File: config.mk
export PLATFORM = sky130hd
export DESIGN_NAME = ad7671_scan_sequencer
export DESIGN_NICKNAME = d
export VERILOG_FILES = /design/src/rtl/ad7671_pkg.sv /design/src/rtl/sync_2ff.sv /design/src/rtl/ad7671_scan_sequencer.sv
export SDC_FILE = /design/constraint.sdc
export NUM_CORES = 1
export LEC_CHECK = 0
export CAP_MARGIN = 20
export CORE_UTILIZATION = 49
export DETAILED_ROUTE_END_ITERATION = 8
export GPL_TIMING_DRIVEN = 0
export PLACE_DENSITY_LB_ADDON = 0.1
export SLEW_MARGIN = 10
export SYNTH_ARGS = -nofsm -noshare
export SYNTH_HDL_FRONTEND = slang
export SYNTH_HIERARCHICAL = 1
export SYNTH_SLANG_ARGS = --single-unit
export TNS_END_PERCENT = 20
File: constraint.sdc
create_clock -name clk -period 3.2 [get_ports clk]
set_input_delay 0.64 -clock clk [delete_from_list [all_inputs] [get_ports clk]]
set_output_delay 0.64 -clock clk [all_outputs]
set_load 0.03 [all_outputs]
File: src/rtl/ad7671_pkg.sv
// Shared constants, FSM state type and result-address packing for the AD7671 scan sequencer.
package ad7671_pkg;

    localparam int unsigned N_ADC           = 4;
    localparam int unsigned N_CH            = 8;
    localparam int unsigned ADC_W           = 2;
    localparam int unsigned CH_W            = 3;
    localparam int unsigned ADDR_W          = ADC_W + CH_W;
    localparam int unsigned D_W             = 16;
    localparam int unsigned CNT_W           = 8;
    localparam int unsigned SETTLE_CYC      = 16;
    localparam int unsigned CNV_LOW_CYC     = 2;
    localparam int unsigned RD_CYC          = 3;
    localparam int unsigned BUSY_TMO        = 255;
    localparam int unsigned BUSY_IGNORE_CYC = 3;

    typedef enum logic [2:0] {
        ST_IDLE,
        ST_SETTLE,
        ST_CONVERT,
        ST_WAIT_BUSY,
        ST_READ,
        ST_NEXT
    } state_t;

    function automatic logic [ADDR_W-1:0] pack_addr(input logic [ADC_W-1:0] adc,
                                                    input logic [CH_W-1:0]  ch);
        return {adc, ch};
    endfunction

endpackage

File: src/rtl/sync_2ff.sv
// Two-flop synchronizer for asynchronous level inputs; reset clears both stages.
module sync_2ff #(
    parameter int unsigned W = 1
) (
    input  logic         clk,
    input  logic         rst_n,
    input  logic [W-1:0] d,
    output logic [W-1:0] q
);

    logic [W-1:0] meta;

    always_ff @(posedge clk or negedge rst_n) begin
        if (!rst_n) begin
            meta <= '0;
            q    <= '0;
        end else begin
            meta <= d;
            q    <= meta;
        end
    end

endmodule

File: src/rtl/ad7671_scan_sequencer.sv
// Steps the shared analog mux, converts on all AD7671s together, then reads each ADC
// over the shared bus and writes every sample into the result RAM.
module ad7671_scan_sequencer
    import ad7671_pkg::*;
(
    input  logic              clk,
    input  logic              rst_n,
    input  logic              start,
    input  logic              cont_en,
    input  logic              clr_err,
    output logic [CH_W-1:0]   mux_sel,
    output logic [N_ADC-1:0]  cnvst_n,
    input  logic [N_ADC-1:0]  busy,
    output logic [N_ADC-1:0]  cs_n,
    output logic              rd_n,
    input  logic [D_W-1:0]    d,
    output logic              res_we,
    output logic [ADDR_W-1:0] res_addr,
    output logic [D_W-1:0]    res_data,
    output logic              scan_act,
    output logic              scan_done,
    output logic              err
);

    state_t              state_q, state_d;
    logic [CNT_W-1:0]    cnt_q, cnt_d;
    logic [ADC_W-1:0]    adc_q, adc_d;
    logic                armed_q, armed_d;
    logic [CH_W-1:0]     ch_d;
    logic [N_ADC-1:0]    busy_s;
    logic                tmo;
    logic [N_ADC-1:0]    cnvst_n_d, cs_n_d;
    logic                rd_n_d, res_we_d, scan_act_d, scan_done_d, err_d;
    logic [ADDR_W-1:0]   res_addr_d;
    logic [D_W-1:0]      res_data_d;

    sync_2ff #(.W(N_ADC)) u_busy_sync (
        .clk   (clk),
        .rst_n (rst_n),
        .d     (busy),
        .q     (busy_s)
    );

    // mux_sel doubles as the channel register; it only moves on entry to SETTLE
    always_comb begin
        state_d = state_q;
        cnt_d   = cnt_q;
        adc_d   = adc_q;
        armed_d = armed_q;
        ch_d    = mux_sel;
        tmo     = 1'b0;
        unique case (state_q)
            ST_IDLE: begin
                if (start) begin
                    state_d = ST_SETTLE;
                    ch_d    = '0;
                    cnt_d   = '0;
                end
            end
            ST_SETTLE: begin
                if (cnt_q == CNT_W'(SETTLE_CYC - 1)) begin
                    state_d = ST_CONVERT;
                    cnt_d   = '0;
                end else begin
                    cnt_d = cnt_q + CNT_W'(1);
                end
            end
            ST_CONVERT: begin
                if (cnt_q == CNT_W'(CNV_LOW_CYC - 1)) begin
                    state_d = ST_WAIT_BUSY;
                    cnt_d   = '0;
                    armed_d = 1'b0;
                end else begin
                    cnt_d = cnt_q + CNT_W'(1);
                end
            end
            ST_WAIT_BUSY: begin
                // BUSY is not trusted until sync latency and tCNVST-to-BUSY have elapsed
                if (!armed_q) begin
                    if (cnt_q == CNT_W'(BUSY_IGNORE_CYC - 1)) begin
                        armed_d = 1'b1;
                        cnt_d   = '0;
                    end else begin
                        cnt_d = cnt_q + CNT_W'(1);
                    end
                end else if (busy_s == '0) begin
                    state_d = ST_READ;
                    cnt_d   = '0;
                    adc_d   = '0;
                end else if (cnt_q == CNT_W'(BUSY_TMO - 1)) begin
                    tmo     = 1'b1;
                    state_d = ST_READ;
                    cnt_d   = '0;
                    adc_d   = '0;
                end else begin
                    cnt_d = cnt_q + CNT_W'(1);
                end
            end
            ST_READ: begin
                // per ADC: RD_CYC strobe cycles, one write cycle, one turnaround cycle
                if (cnt_q == CNT_W'(RD_CYC + 1)) begin
                    cnt_d = '0;
                    if (adc_q == ADC_W'(N_ADC - 1)) begin
                        state_d = ST_NEXT;
                    end else begin
                        adc_d = adc_q + ADC_W'(1);
                    end
                end else begin
                    cnt_d = cnt_q + CNT_W'(1);
                end
            end
            ST_NEXT: begin
                cnt_d = '0;
                if (mux_sel == CH_W'(N_CH - 1)) begin
                    if (cont_en) begin
                        state_d = ST_SETTLE;
                        ch_d    = '0;
                    end else begin
                        state_d = ST_IDLE;
                    end
                end else begin
                    state_d = ST_SETTLE;
                    ch_d    = mux_sel + CH_W'(1);
                end
            end
            default: state_d = ST_IDLE;
        endcase

        cnvst_n_d = (state_d == ST_CONVERT) ? '0 : '1;
        rd_n_d    = !((state_d == ST_READ) && (cnt_d < CNT_W'(RD_CYC)));
        cs_n_d    = '1;
        if (!rd_n_d) cs_n_d[adc_d] = 1'b0;

        res_we_d   = (state_q == ST_READ) && (cnt_q == CNT_W'(RD_CYC - 1));
        res_addr_d = res_we_d ? pack_addr(adc_q, mux_sel) : res_addr;
        res_data_d = res_we_d ? d : res_data;

        scan_done_d = (state_q == ST_NEXT) && (mux_sel == CH_W'(N_CH - 1));
        scan_act_d  = (state_d != ST_IDLE);

        err_d = err;
        if (clr_err) err_d = 1'b0;
        if (tmo)     err_d = 1'b1;
    end

    always_ff @(posedge clk or negedge rst_n) begin
        if (!rst_n) begin
            state_q   <= ST_IDLE;
            cnt_q     <= '0;
            adc_q     <= '0;
            armed_q   <= 1'b0;
            mux_sel   <= '0;
            cnvst_n   <= '1;
            cs_n      <= '1;
            rd_n      <= 1'b1;
            res_we    <= 1'b0;
            res_addr  <= '0;
            res_data  <= '0;
            scan_act  <= 1'b0;
            scan_done <= 1'b0;
            err       <= 1'b0;
        end else begin
            state_q   <= state_d;
            cnt_q     <= cnt_d;
            adc_q     <= adc_d;
            armed_q   <= armed_d;
            mux_sel   <= ch_d;
            cnvst_n   <= cnvst_n_d;
            cs_n      <= cs_n_d;
            rd_n      <= rd_n_d;
            res_we    <= res_we_d;
            res_addr  <= res_addr_d;
            res_data  <= res_data_d;
            scan_act  <= scan_act_d;
            scan_done <= scan_done_d;
            err       <= err_d;
        end
    end

endmodule
==> flow_summary.toml <==
[die]
start_util_pct = 50.8
die_w_um = 74.6
fp-row-count = 26
core_um2 = 5070
die_h_um = 74.6
dieArea_um2 = 5560
io_pins = 62

[critical_path]
criticalPathCategory = "reg -> reg"
path_max_fanout = 9
cp.arrival_ps = 2930
cp_slowest_cell = "or4_4"
regToRegSetupSlack_ps = 500
worst_ep_required_time_ps = 3430
cp-start-kind = "register"
cp_cell_sequence = "buf_6 -> or4_4 -> o21ai_0 -> inv_1 -> nor3_4 -> o22ai_2 -> nor4_4 -> nand3_1"
cp_slowest_stage_delay_ps = 530
r2r_cells = 8
cp-end-kind = "register"

[final_layout]
drive_gt1_share_pct = 19.2
final_core_util_pct = 66.7
antenna_cells = 0
multi_input_area_um2 = 1070
num-fill-cells = 429
area_delta_synth_final_pct = 31.3
regArea_um2 = 1410
final_net_count = 322
fin_cells = 362

[global_route]
gr-total-overflow = 0
grt_pass1_wl_mm = 8.42
grt_pass1_vias = 1814
grt.total_usage_pct = 20.4
grt_max_degree = 30
antenna_found_initial = 0

[timing]
finClkSkew_ps = 5.17
finalCriticalPeriod_ps = 2700
setup_violations = 0
clock.fmax_mhz = 370
hold_viol_final = 0
rsz0062_at_grt = "false"
worstMarginPinSlew_ps = 720
relSlewSlack_pct = 52.0
period_share_pct = 84.5
finalMaxSlewViolations = 0

[drt]
wl_met2_mm = 2.41
finalWirelength_mm = 5.11
drt_iter0_drc = 142
drc = 0
wl_per_cell_um = 14.1
wl_met1_mm = 2.34
drtAntennaViolNets = 0
vias_per_cell = 5.30
dr.pass1.iters = 4
vias = 1917
route.met3.wl_um = 297
routed.top_layer = "met4"

[placement]
routabilityCongestion = 0.844
dp_hpwl_mm = 3.81
io_buffer_count = 61
dp_cells = 354

[yosys]
synth-seq-cells = 56
synthArstFlopShare_pct = 100
yosys.area.top_type = "dfrtp_1"
synth.top_cell.area_share_pct = 48.5
synth_area_leaders = "dfrtp_1 48%, mux2_2 9.6%, dfstp_2 6.1%"
synth.cells.most_frequent = "50 x dfrtp_1, 22 x mux2_2, 17 x nand2_1"
synth-edff-count = 0
yosysWarningCount = 6
ys_seq_area_share_pct = 54.6
synthDistinctLibCells = 47
synth_most_common_cell = "dfrtp_1"
synth_nets = 253
syn_avg_cell_area_um2 = 11.6
syn_inst = 222
synth_area_um2 = 2580
synth-main-ff-cell = "dfrtp_1"

[clock_tree]
clockRootBuffer = "clkbuf_8"
post-cts-setup-buffers = 0
ctsHtreeMaxLevel = 2
cts_hold_buf = 0
postCtsResizedCells = 0
cts_sinks = 56
tritoncts = "done"
clock_path_buffers = 2
clkTransAtPathRegs_ps = 100
cts_made_buffers = 5
clk_latency_ps = 310

[run_status]
status = "complete, no violations"

[power]
ir_drop_v = 0.000358
cellLeakagePower_nw = 1.50
p_per_area_nw_per_um2 = 549

[hold_path]
hold_class = "in -> async"

[run]
drv_cap = 0
## logic make-up (layout without fill, tap and decap cells)
group | Yosys count | after routing | share of synthesized area, %
AO/OA/AOI/OAI | 36 | 36 | 10.6
adder cells (fa/ha/maj) | 6 | 6 | 2.91
multiplexers | 23 | 23 | 9.99
buffers and inverters | 22 | 92 | 4.03
AND/OR/NAND/NOR | 79 | 79 | 17.8
flip-flops | 56 | 56 | 54.6
## layout make-up
cell class | count | share of cell area (%)
buffer | 12 | 1.96
sequential | 56 | 41.6
clock inverter | 1 | 0.222
clock buffer | 7 | 2.55
inverter | 10 | 1.11
multi-input combinational | 144 | 31.5
tap | 70 | 2.59
timing repair buffer | 62 | 18.5
## registers in the layout, indices dropped and copies added (netlist names), 2 cells and up
register,cells
res_data,16
cnt_q,8
res_addr,5
cs_n,4
u_busy_sync/meta,4
u_busy_sync/q,4
mux_sel,3
state_q,3
adc_q,2
## power by group
part / leakage (nW) / switching, mW / internal, mW
registers: 0.728 / 0.0550 / 0.771
logic: 0.729 / 0.376 / 0.250
clock network: 0.0445 / 0.229 / 0.176
total: 1.50 / 0.660 / 1.20
## critical path, delay by kind of cell (launching register included)
| kind | cells | cell delay (ps) |
|---|---|---|
| buf+inv | 2 | 310 |
| flops | 1 | 390 |
| simple gates | 4 | 1390 |
| compound gates | 2 | 510 |
## layout by cell type (no fill, tap or decap), drive strengths merged, types with 4 or more instances in the layout
master	instances
o31ai	4
nor2	13
mux2	22
inv	10
buf	8
nand2	17
clkdlybuf4s50	60
o21ai	8
ha	6
o22ai	4
or2	4
dfrtp	50
dfstp	6
a21oi	5
nand4	4
clkbuf	13
nand3	13
nor3	4
## path summary, 6_finish.rpt
path,startpoint,endpoint
max,cnt_q[6],cs_n[0]
min,rst_n,cnt_q[6]
max reg2reg,cnt_q[6],cs_n[0]
min reg2reg,u_busy_sync/meta[0],u_busy_sync/q[0]
max in group asynchronous,rst_n,cs_n[2]
min in group clk,u_busy_sync/meta[0],u_busy_sync/q[0]
## per-stage QoR
step	setup TNS, ps	hold WS, ps	area [um2]	power (mW)	setup slack (ps)
3_5_place_dp	0	336	3290	1.46	478
6_report	0	327	3390	1.86	496
4_1_cts	0	353	3390	1.87	482
3_3_place_gp	-10270	332	3280	1.46	-208
2_1_floorplan	0	331	2580	1.27	781
5_1_grt	0	367	3390	1.97	267
## per-layer routing
metal,GRT usage (%),vias to the layer above
li1,-,926
met1,27.7,931
met2,30.8,54
met3,6.64,6
met4,6.92,0
met5,0,-
No activity file was read; power rests on OpenSTA's default activity.
